### src/rtl/fetch_ctrl.sv
// -----------------------------------------------------------------------------
// fetch_ctrl
//
// Instruction-fetch sequencer for a synchronous instruction ROM with a
// one-cycle read latency and word-indexed addressing. The block owns the fetch
// PC and issues one ROM read per issue cycle. A 2-entry skid buffer absorbs the
// ROM latency, so decode can stall without losing or repeating an instruction.
// {pc, instr} pairs go to decode over a valid/ready handshake. Redirects from
// execute reload the PC and discard all wrong-path fetches.
//
// Handshake: a transfer happens on a rising clk edge when out_valid and
// out_ready are both high. out_valid does not depend on out_ready. While
// out_valid=1 and out_ready=0, out_pc and out_instr hold steady.
//
// Parameters:
//   RESET_PC  fetch PC loaded on reset. Bits [1:0] must be 0.
//   ADDR_W    ROM word-address width. rom_addr = fpc[ADDR_W+1:2].
//
// Ports:
//   clk             rising-edge clock
//   rst             asynchronous, active-high reset
//   rom_addr        ROM word address, driven combinationally from the fetch PC
//   rom_instr       ROM data for the address presented in the previous cycle
//   redirect_valid  one-cycle pulse that loads redirect_pc as the new fetch PC
//   redirect_pc     redirect target. Bits [1:0] are ignored.
//   out_valid       buffer head holds a correct-path instruction
//   out_ready       decode accepts the head entry this cycle
//   out_pc          PC of the head instruction
//   out_instr       head instruction word
//   o_dbg_state     FSM state (0 = RUN, 1 = FLUSH)
//
// Optional feature, enabled by defining the FETCH_PERF_EN macro:
//   perf_fetched    count of instructions accepted by decode (wraps at 2^32)
//   perf_stall      count of cycles with out_valid=1 and out_ready=0
// -----------------------------------------------------------------------------
module fetch_ctrl #(
    parameter logic [31:0] RESET_PC = 32'h0000_0000,
    parameter int          ADDR_W   = 10
) (
    input  logic              clk,
    input  logic              rst,
    output logic [ADDR_W-1:0] rom_addr,
    input  logic [31:0]       rom_instr,
    input  logic              redirect_valid,
    input  logic [31:0]       redirect_pc,
    output logic              out_valid,
    input  logic              out_ready,
    output logic [31:0]       out_pc,
    output logic [31:0]       out_instr,
`ifdef FETCH_PERF_EN
    output logic [31:0]       perf_fetched,
    output logic [31:0]       perf_stall,
`endif
    output logic              o_dbg_state
);

    typedef enum logic {
        ST_RUN   = 1'b0,
        ST_FLUSH = 1'b1
    } state_t;

    state_t      r_state;
    state_t      w_state_nxt;

    logic [31:0] r_fpc;
    logic        r_inflight;
    logic [31:0] r_inflight_pc;
    logic [1:0]  r_count;
    logic        r_rd_ptr;
    logic        r_wr_ptr;
    logic [31:0] r_buf_pc    [2];
    logic [31:0] r_buf_instr [2];

    logic        w_pop;
    logic        w_issue;
    logic        w_flush;
    logic        w_capture;
    logic [2:0]  w_occ;

    assign rom_addr    = r_fpc[ADDR_W+1:2];
    assign out_valid   = (r_state == ST_RUN) && (r_count != 2'd0);
    assign out_pc      = r_buf_pc[r_rd_ptr];
    assign out_instr   = r_buf_instr[r_rd_ptr];
    assign o_dbg_state = r_state;

    assign w_pop = out_valid & out_ready;

    // Occupancy after this cycle if nothing new were issued. The entry being
    // popped frees its slot right away. The in-flight read still needs a slot.
    // pop implies count > 0, so the subtraction cannot underflow.
    assign w_occ = {1'b0, r_count} - {2'b00, w_pop} + {2'b00, r_inflight};

    // The data returning in a redirect cycle is wrong-path, so it is dropped.
    assign w_capture = r_inflight & ~redirect_valid;

    always_comb begin
        w_state_nxt = r_state;
        w_issue     = 1'b0;
        w_flush     = 1'b0;
        case (r_state)
            ST_RUN: begin
                if (redirect_valid) begin
                    w_flush     = 1'b1;
                    w_state_nxt = ST_FLUSH;
                end else if (w_occ < 3'd2) begin
                    w_issue = 1'b1;
                end
            end
            ST_FLUSH: begin
                // The buffer is empty and nothing is in flight, so the target
                // can always issue.
                if (redirect_valid) begin
                    w_flush = 1'b1;
                end else begin
                    w_issue     = 1'b1;
                    w_state_nxt = ST_RUN;
                end
            end
            default: begin
                w_state_nxt = ST_RUN;
            end
        endcase
    end

    always_ff @(posedge clk or posedge rst) begin
        if (rst) begin
            r_state <= ST_RUN;
        end else begin
            r_state <= w_state_nxt;
        end
    end

    always_ff @(posedge clk or posedge rst) begin
        if (rst) begin
            r_fpc         <= RESET_PC;
            r_inflight    <= 1'b0;
            r_inflight_pc <= 32'd0;
            r_count       <= 2'd0;
            r_rd_ptr      <= 1'b0;
            r_wr_ptr      <= 1'b0;
            for (int i = 0; i < 2; i++) begin
                r_buf_pc[i]    <= 32'd0;
                r_buf_instr[i] <= 32'd0;
            end
        end else if (w_flush) begin
            r_fpc      <= redirect_pc & 32'hFFFF_FFFC;
            r_inflight <= 1'b0;
            r_count    <= 2'd0;
            r_rd_ptr   <= 1'b0;
            r_wr_ptr   <= 1'b0;
        end else begin
            if (w_issue) begin
                r_inflight    <= 1'b1;
                r_inflight_pc <= r_fpc;
                r_fpc         <= r_fpc + 32'd4;
            end else begin
                r_inflight <= 1'b0;
            end
            if (w_capture) begin
                r_buf_pc[r_wr_ptr]    <= r_inflight_pc;
                r_buf_instr[r_wr_ptr] <= rom_instr;
                r_wr_ptr              <= ~r_wr_ptr;
            end
            if (w_pop) begin
                r_rd_ptr <= ~r_rd_ptr;
            end
            r_count <= r_count + {1'b0, w_capture} - {1'b0, w_pop};
        end
    end

`ifdef FETCH_PERF_EN
    always_ff @(posedge clk or posedge rst) begin
        if (rst) begin
            perf_fetched <= 32'd0;
            perf_stall   <= 32'd0;
        end else begin
            if (w_pop) begin
                perf_fetched <= perf_fetched + 32'd1;
            end
            if (out_valid && !out_ready) begin
                perf_stall <= perf_stall + 32'd1;
            end
        end
    end
`endif

    // Issue is throttled on occupancy, so a capture always finds a free slot.
    a_no_overflow: assert property (@(posedge clk) disable iff (rst)
        !(w_capture && (r_count == 2'd2)));

endmodule
### config.mk
export PLATFORM = sky130hd
export DESIGN_NAME = fetch_ctrl
export DESIGN_NICKNAME = d
export VERILOG_FILES = /design/src/rtl/fetch_ctrl.sv
export SDC_FILE = /design/constraint.sdc
export NUM_CORES = 1
export LEC_CHECK = 0
export ABC_AREA = 1
export CORE_MARGIN = 2
export CORE_UTILIZATION = 45
export CTS_CLUSTER_SIZE = 30
export DETAILED_ROUTE_END_ITERATION = 8
export GPL_TIMING_DRIVEN = 0
export MAX_ROUTING_LAYER = met4
export PLACE_DENSITY = 0.76
export SLEW_MARGIN = 20
export SYNTH_ARGS = -nofsm -noshare
export SYNTH_HDL_FRONTEND = slang
export SYNTH_SLANG_ARGS = --single-unit
### constraint.sdc
create_clock -name clk -period 5.7 [get_ports clk]
set_input_delay 0.57 -clock clk [delete_from_list [all_inputs] [get_ports clk]]
set_output_delay 0.57 -clock clk [all_outputs]
set_load 0.02 [all_outputs]
==> results_dict.tcl, run 1 <==
set metrics [dict create \
    slew_viol_final 0 \
    slowest_delay_ps 620 \
    worstHoldPathType "input pin to asynchronous set/reset pin" \
    clock_latency_ps 430 \
    dr_total_vias 7931 \
    cts-buffers-inserted 17 \
    cp.required_ps 5130 \
    grt_util_met1_pct 31.9 \
    final_layout_size_suffix_gt1_share_pct 7.81 \
    wire_per_inst_um 14.4 \
    clkSlewWorstSetupHoldPaths_ps 70 \
    finalSetupViolCount 0 \
    fin_nets 1407 \
    firstDrtPassIters 5 \
    grtUsageMet2_pct 36.2 \
    cts_tree "yes" \
    antenna_found_initial 0 \
    num_rows 52 \
    postCtsSetupRepairBufs 0 \
    p_per_area_mw_per_mm2 512 \
    use_met3_pct 3.44 \
    drt_iter0_drc 492 \
    gp_congestion 0.940 \
    fin_crit_sh_pct 53.9 \
    slew_headroom_pct 57.5 \
    finalCriticalPeriod_ps 3070 \
    layout_setup_ws_ps 2630 \
    cts_max_path_buffers 2 \
    seq_area_mm2 0.00475 \
    syn_area_mm2 0.00914 \
    finClkSkew_ps 6.67 \
    timing.critical_path.from_type "register" \
    place_ws_ps 2540 \
    crit_chain "clkbuf_1, inv_2, clkbuf_1, nand2_1, nand2_1, clkdlybuf4s50_1" \
    slowest_stage "clkdlybuf4s50_1" \
    syn_to_final_growth_pct 26.5 \
    start_util_pct 45.5 \
    drt-total-wl_um 23200 \
    p_total_uw 5920 \
    cts_max_level 4 \
    peakVddDrop_v 0.000242 \
    fmax_ghz 0.325 \
    synth-seq-cells 190 \
    antennaDiodeCount 0 \
    worst-path-buf-inv 4 \
    die_h_um 147 \
    crit_family "buffers and inverters" \
    final_antenna_net_count 0 \
    syn_avg_cell_area_um2 7.82 \
    syn_inst 1169 \
    drv_cap 0 \
    worst_pin_slew_ps 637 \
    post-dp-hpwl_um 17100 \
    drcViolationCount 0 \
    fp.coreArea_mm2 0.0201 \
    multi_input_area_mm2 0.00354 \
    outcome "completed" \
    stdcell_area_mm2 0.0116 \
    grt_util_all_layers_pct 23.3 \
    vias_per_cell 4.91 \
    cts_resized 0 \
    grt_max_degree 34 \
    die_x_um 147 \
    post_dp_cell_area_mm2 0.0110 \
    yosys_warnings 0 \
    ios 144 \
    rsz0062_at_grt "false" \
    fin_tns_setup_ps 0 \
    critPathMaxFanout 10 \
    cp.arrival_ps 2500 \
    yosysSeqAreaShare_pct 52.0 \
    fillers 1819 \
    crit_type "register to output pin" \
    layout_common_cells "nand2_1 (474), dfrtp_1 (190), clkdlybuf4s50_1 (139)" \
    grt_pass1_vias 7639 \
    layout_commonest_cell "nand2_1" \
    finalHoldViolCount 0 \
    grt_pass1_wl_um 38700 \
    busiest_layer "met2" \
    clkSinkCount 190 \
    fp.dieArea_mm2 0.0215 \
    portBuffers 139 \
    p_leak_uw 0.00572 \
    yosysUniqueCellTypes 39 \
    root_buffer "clkbuf_16" \
    overflow 0 \
    end_kind "output pin" \
    hold_buffers 0 \
]
stage by stage:
| step | utilization (%) | cells | hold WS (ps) |
|---|---|---|---|
| 2_1_floorplan | - | 1170 | 453 |
| 3_3_place_gp | 54.1 | 1579 | 465 |
| 3_5_place_dp | 54.7 | 1585 | 469 |
| 4_1_cts | 57.5 | 1615 | 474 |
| 5_1_grt | 57.5 | 1615 | 495 |
| 6_report | 57.5 | 1615 | 471 |
worst paths after layout:
path	from	to	slack, ps	cells after the start
max	r_rd_ptr$_DFFE_PP0P_	out_pc[14]	2630	6
min	rst	r_buf_instr[53]$_DFFE_PP0P_	470	2
max reg2reg	r_count[1]$_DFF_PP0_	r_fpc[2]$_DFFE_PP0P_	2770	17
min reg2reg	r_buf_pc[62]$_DFFE_PP0P_	r_buf_pc[62]$_DFFE_PP0P_	480	2
max in group asynchronous	rst	r_fpc[3]$_DFFE_PP0P_	4280	5
min in group clk	r_buf_pc[62]$_DFFE_PP0P_	r_buf_pc[62]$_DFFE_PP0P_	480	2
cell type report:
type	instances	area share, %
Sequential cell	190	41.1
Multi-Input combinational cell	794	30.6
Timing Repair Buffer	145	13.1
Clock buffer	20	3.86
Inverter	117	3.83
Buffer	69	3.58
Tap cell	270	2.92
Clock inverter	10	1.02
sequential cells by signal, summed over array words and instances (netlist names):
register and flops:
r_buf_pc 60, r_count 2, r_inflight 1, r_fpc 30
r_inflight_pc 30, r_buf_instr 64, r_wr_ptr 1, r_rd_ptr 1
o_dbg_state 1
where the power goes:
group / internal, uW / switching, uW
logic: 1030 / 1420
registers: 1940 / 389
clock network: 652 / 502
worst reg2reg max path: cells and delay by family, from the launching register on:
kind | cells | cell delay [ps]
and+or+nand+nor | 7 | 710
buffers and inverters | 6 | 700
adders and majority gates | 2 | 620
DFF | 1 | 430
AOI/OAI and AO/OA | 2 | 360
kinds of logic (layout without fill, tap and decap cells):
kind of cell               Yosys count  after routing  synth area share [%]
AOI/OAI and AO/OA                  185            185                  10.5
xor gates and xnor gates             7              7                 0.671
adders and majority gates            5              5                 0.767
buffers and inverters              186            361                  9.33
DFF                                190            190                  52.0
other                                1              2                0.0410
and+or+nand+nor                    595            595                  26.6
layer usage:
| layer | share of wire [%] | routed length, um | vias up |
|---|---|---|---|
| li1 | - | - | 3961 |
| met1 | 46 | 10800 | 3693 |
| met2 | 47 | 10800 | 248 |
| met3 | 5.5 | 1290 | 29 |
| met4 | 1.6 | 381 | 0 |
| met5 | 0 | 0 | - |
Yosys cell counts (all sizes together):
cell | number | area [um^2]
nand2 | 481 | 1830
dfrtp | 190 | 4750
o21ai | 163 | 827
inv | 117 | 439
nor2 | 53 | 268
nand3 | 48 | 255
buf | 42 | 302
clkbuf | 27 | 113
a21oi | 10 | 50.1
o211ai | 5 | 37.5
ha | 4 | 50.1
nand4 | 4 | 25.0
xor2 | 4 | 35.0
a31oi | 3 | 18.8
nor3 | 3 | 15.0
or2 | 3 | 18.8
xnor2 | 3 | 26.3
nand3b | 2 | 15.0
o21bai | 2 | 15.0
and2 | 1 | 6.26
conb | 1 | 3.75
fa | 1 | 20.0
o21a | 1 | 7.51
o22ai | 1 | 6.26
Note: power is estimated with default switching activity, not from simulation.
==> run 2, diff against run 1 <==
PLACE_DENSITY = 0.74   (was 0.76)
clock period = 3 ns   (was 5.7 ns; I/O delays follow)
==> run 2 against run 1 <==
Worst setup slack worse by 2400 ps. Critical path type unchanged. Highest routed layer unchanged. Largest cell class unchanged. Largest power group unchanged. Sequential cell count unchanged. Utilization is 0.23 points higher. Register-to-register slack worse by 2500 ps. Cell count increased by 0.12%.
==> results_dict.tcl, run 2 (synthesis gave the netlist of run 1 again) <==
set metrics [dict create \
    fin_hold_ws_ps 196 \
    overflow 0 \
    layout_setup_ws_ps 227 \
    seq_area_mm2 0.00476 \
    antenna_found_initial 0 \
    clkSinkCount 190 \
    p_leak_uw 0.00575 \
    peakVddDrop_v 0.000505 \
    drt-total-wl_um 23500 \
    finClkSkew_ps 8.03 \
    timing.critical_path.from_type "register" \
    layout_commonest_cell "nand2_1" \
    largest_register "r_buf_instr" \
    finalCriticalPeriod_ps 2770 \
    die_h_um 147 \
    fin_nets 1407 \
    cp.arrival_ps 2470 \
    drt_iter0_drc 559 \
    cts_max_level 4 \
    final_antenna_net_count 0 \
    antennaDiodeCount 0 \
    fmax_ghz 0.361 \
    rsz0062_at_grt "false" \
    critPathMaxFanout 10 \
    die_x_um 147 \
    fp.coreArea_mm2 0.0201 \
    post-dp-hpwl_um 17200 \
    grt_pass1_wl_um 38900 \
    finalSetupViolCount 0 \
    cts_max_path_buffers 2 \
    outcome "completed" \
    worstHoldPathType "input pin to asynchronous set/reset pin" \
    portBuffers 139 \
    postCtsSetupRepairBufs 0 \
    cts-buffers-inserted 17 \
    fp.dieArea_mm2 0.0215 \
    drcViolationCount 0 \
    dr_total_vias 7880 \
    r2r-end "r_fpc[16]$_DFFE_PP0P_" \
    gp_congestion 0.945 \
    grt_util_all_layers_pct 23.3 \
    fin_crit_sh_pct 92.4 \
    multi_input_area_mm2 0.00354 \
    largest_register_ffs 64 \
    slew_viol_final 0 \
    final_layout_size_suffix_gt1_share_pct 8.46 \
    p_per_area_mw_per_mm2 976 \
    clock_latency_ps 430 \
    root_buffer "clkbuf_16" \
    cts_tree "yes" \
    drv_cap 0 \
    vias_per_cell 4.87 \
    firstDrtPassIters 5 \
    grt_max_degree 36 \
    start_util_pct 45.5 \
    clkSlewWorstSetupHoldPaths_ps 80 \
    layout_common_cells "nand2_1 (473), dfrtp_1 (189), clkdlybuf4s50_1 (139)" \
    place_ws_ps 128 \
    worst_pin_slew_ps 613 \
    syn_to_final_growth_pct 27.0 \
    fillers 1808 \
    wire_per_inst_um 14.5 \
    finalHoldViolCount 0 \
    crit_type "register to output pin" \
    ios 144 \
    cp.required_ps 2700 \
    critPathLaunch "r_rd_ptr$_DFFE_PP0P_" \
    reg2reg_from "r_count[1]$_DFF_PP0_" \
    slew_headroom_pct 59.1 \
    rr_worst_depth 14 \
    grt_pass1_vias 7664 \
    reg.largest.list "r_buf_instr: 64 flops, r_buf_pc: 60 flops" \
    end_kind "output pin" \
    num_rows 52 \
    ff2ff_setup_slack_ps 260 \
]
[run 2: worst max path at each step]
stage                            endpoint
finish                         out_pc[29]
global route                   out_pc[29]
CTS                 r_fpc[16]$_DFFE_PP0P_
detailed placement  r_fpc[16]$_DFFE_PP0P_
global placement    r_fpc[23]$_DFFE_PP0P_
floorplan           o_dbg_state$_DFF_PP0_
[run 2: metal layers]
metal | GRT usage [%] | vias up | routed length, um
li1 | - | 3961 | -
met1 | 32.8 | 3684 | 11300
met3 | 3.13 | 30 | 930
met5 | - | - | 0
met4 | 7.14 | 0 | 418
met2 | 35.5 | 205 | 10800
[run 2: per-stage QoR]
step                std cells  total power, uW  utilization, %  cell area, um^2  setup TNS [ps]
global route             1617            12100            57.7            11600               0
finish                   1617            11300            57.7            11600               0
floorplan                1170             7170               -             9150               0
CTS                      1617            11400            57.7            11600               0
global placement         1579             8930            54.1            10900         -226180
detailed placement       1585             9100            54.7            11000               0
[run 2: area by class of cell]
class | count | area share [%]
timing repair buffer | 145 | 13.1
sequential | 190 | 41.0
tap | 270 | 2.91
multi-input combinational | 794 | 30.5
buffer | 69 | 3.63
clock buffer | 18 | 3.78
inverter | 117 | 3.82
clock inverter | 14 | 1.28
[run 2: critical path, cell delays in order (launching register included)]
cell             delay, ps
dfrtp_1                360
clkbuf_1               220
inv_2                  250
clkbuf_1               400
nand2_1                100
nand2_1                120
clkdlybuf4s50_1        610
[run 2: where the power goes]
part | internal (uW) | leakage [uW] | switching (uW)
Combinational | 1960 | 0.00310 | 2700
Clock | 1200 | 0.000284 | 1050
Sequential | 3680 | 0.00236 | 739
Total | 6840 | 0.00575 | 4490
[run 2: timing repair]
| action | in CTS | in global routing |
|---|---|---|
| endpoints found under the setup margin | 0 | 62 |
| hold buffers | 0 | 0 |
| gates resized for setup | 0 | 9 |
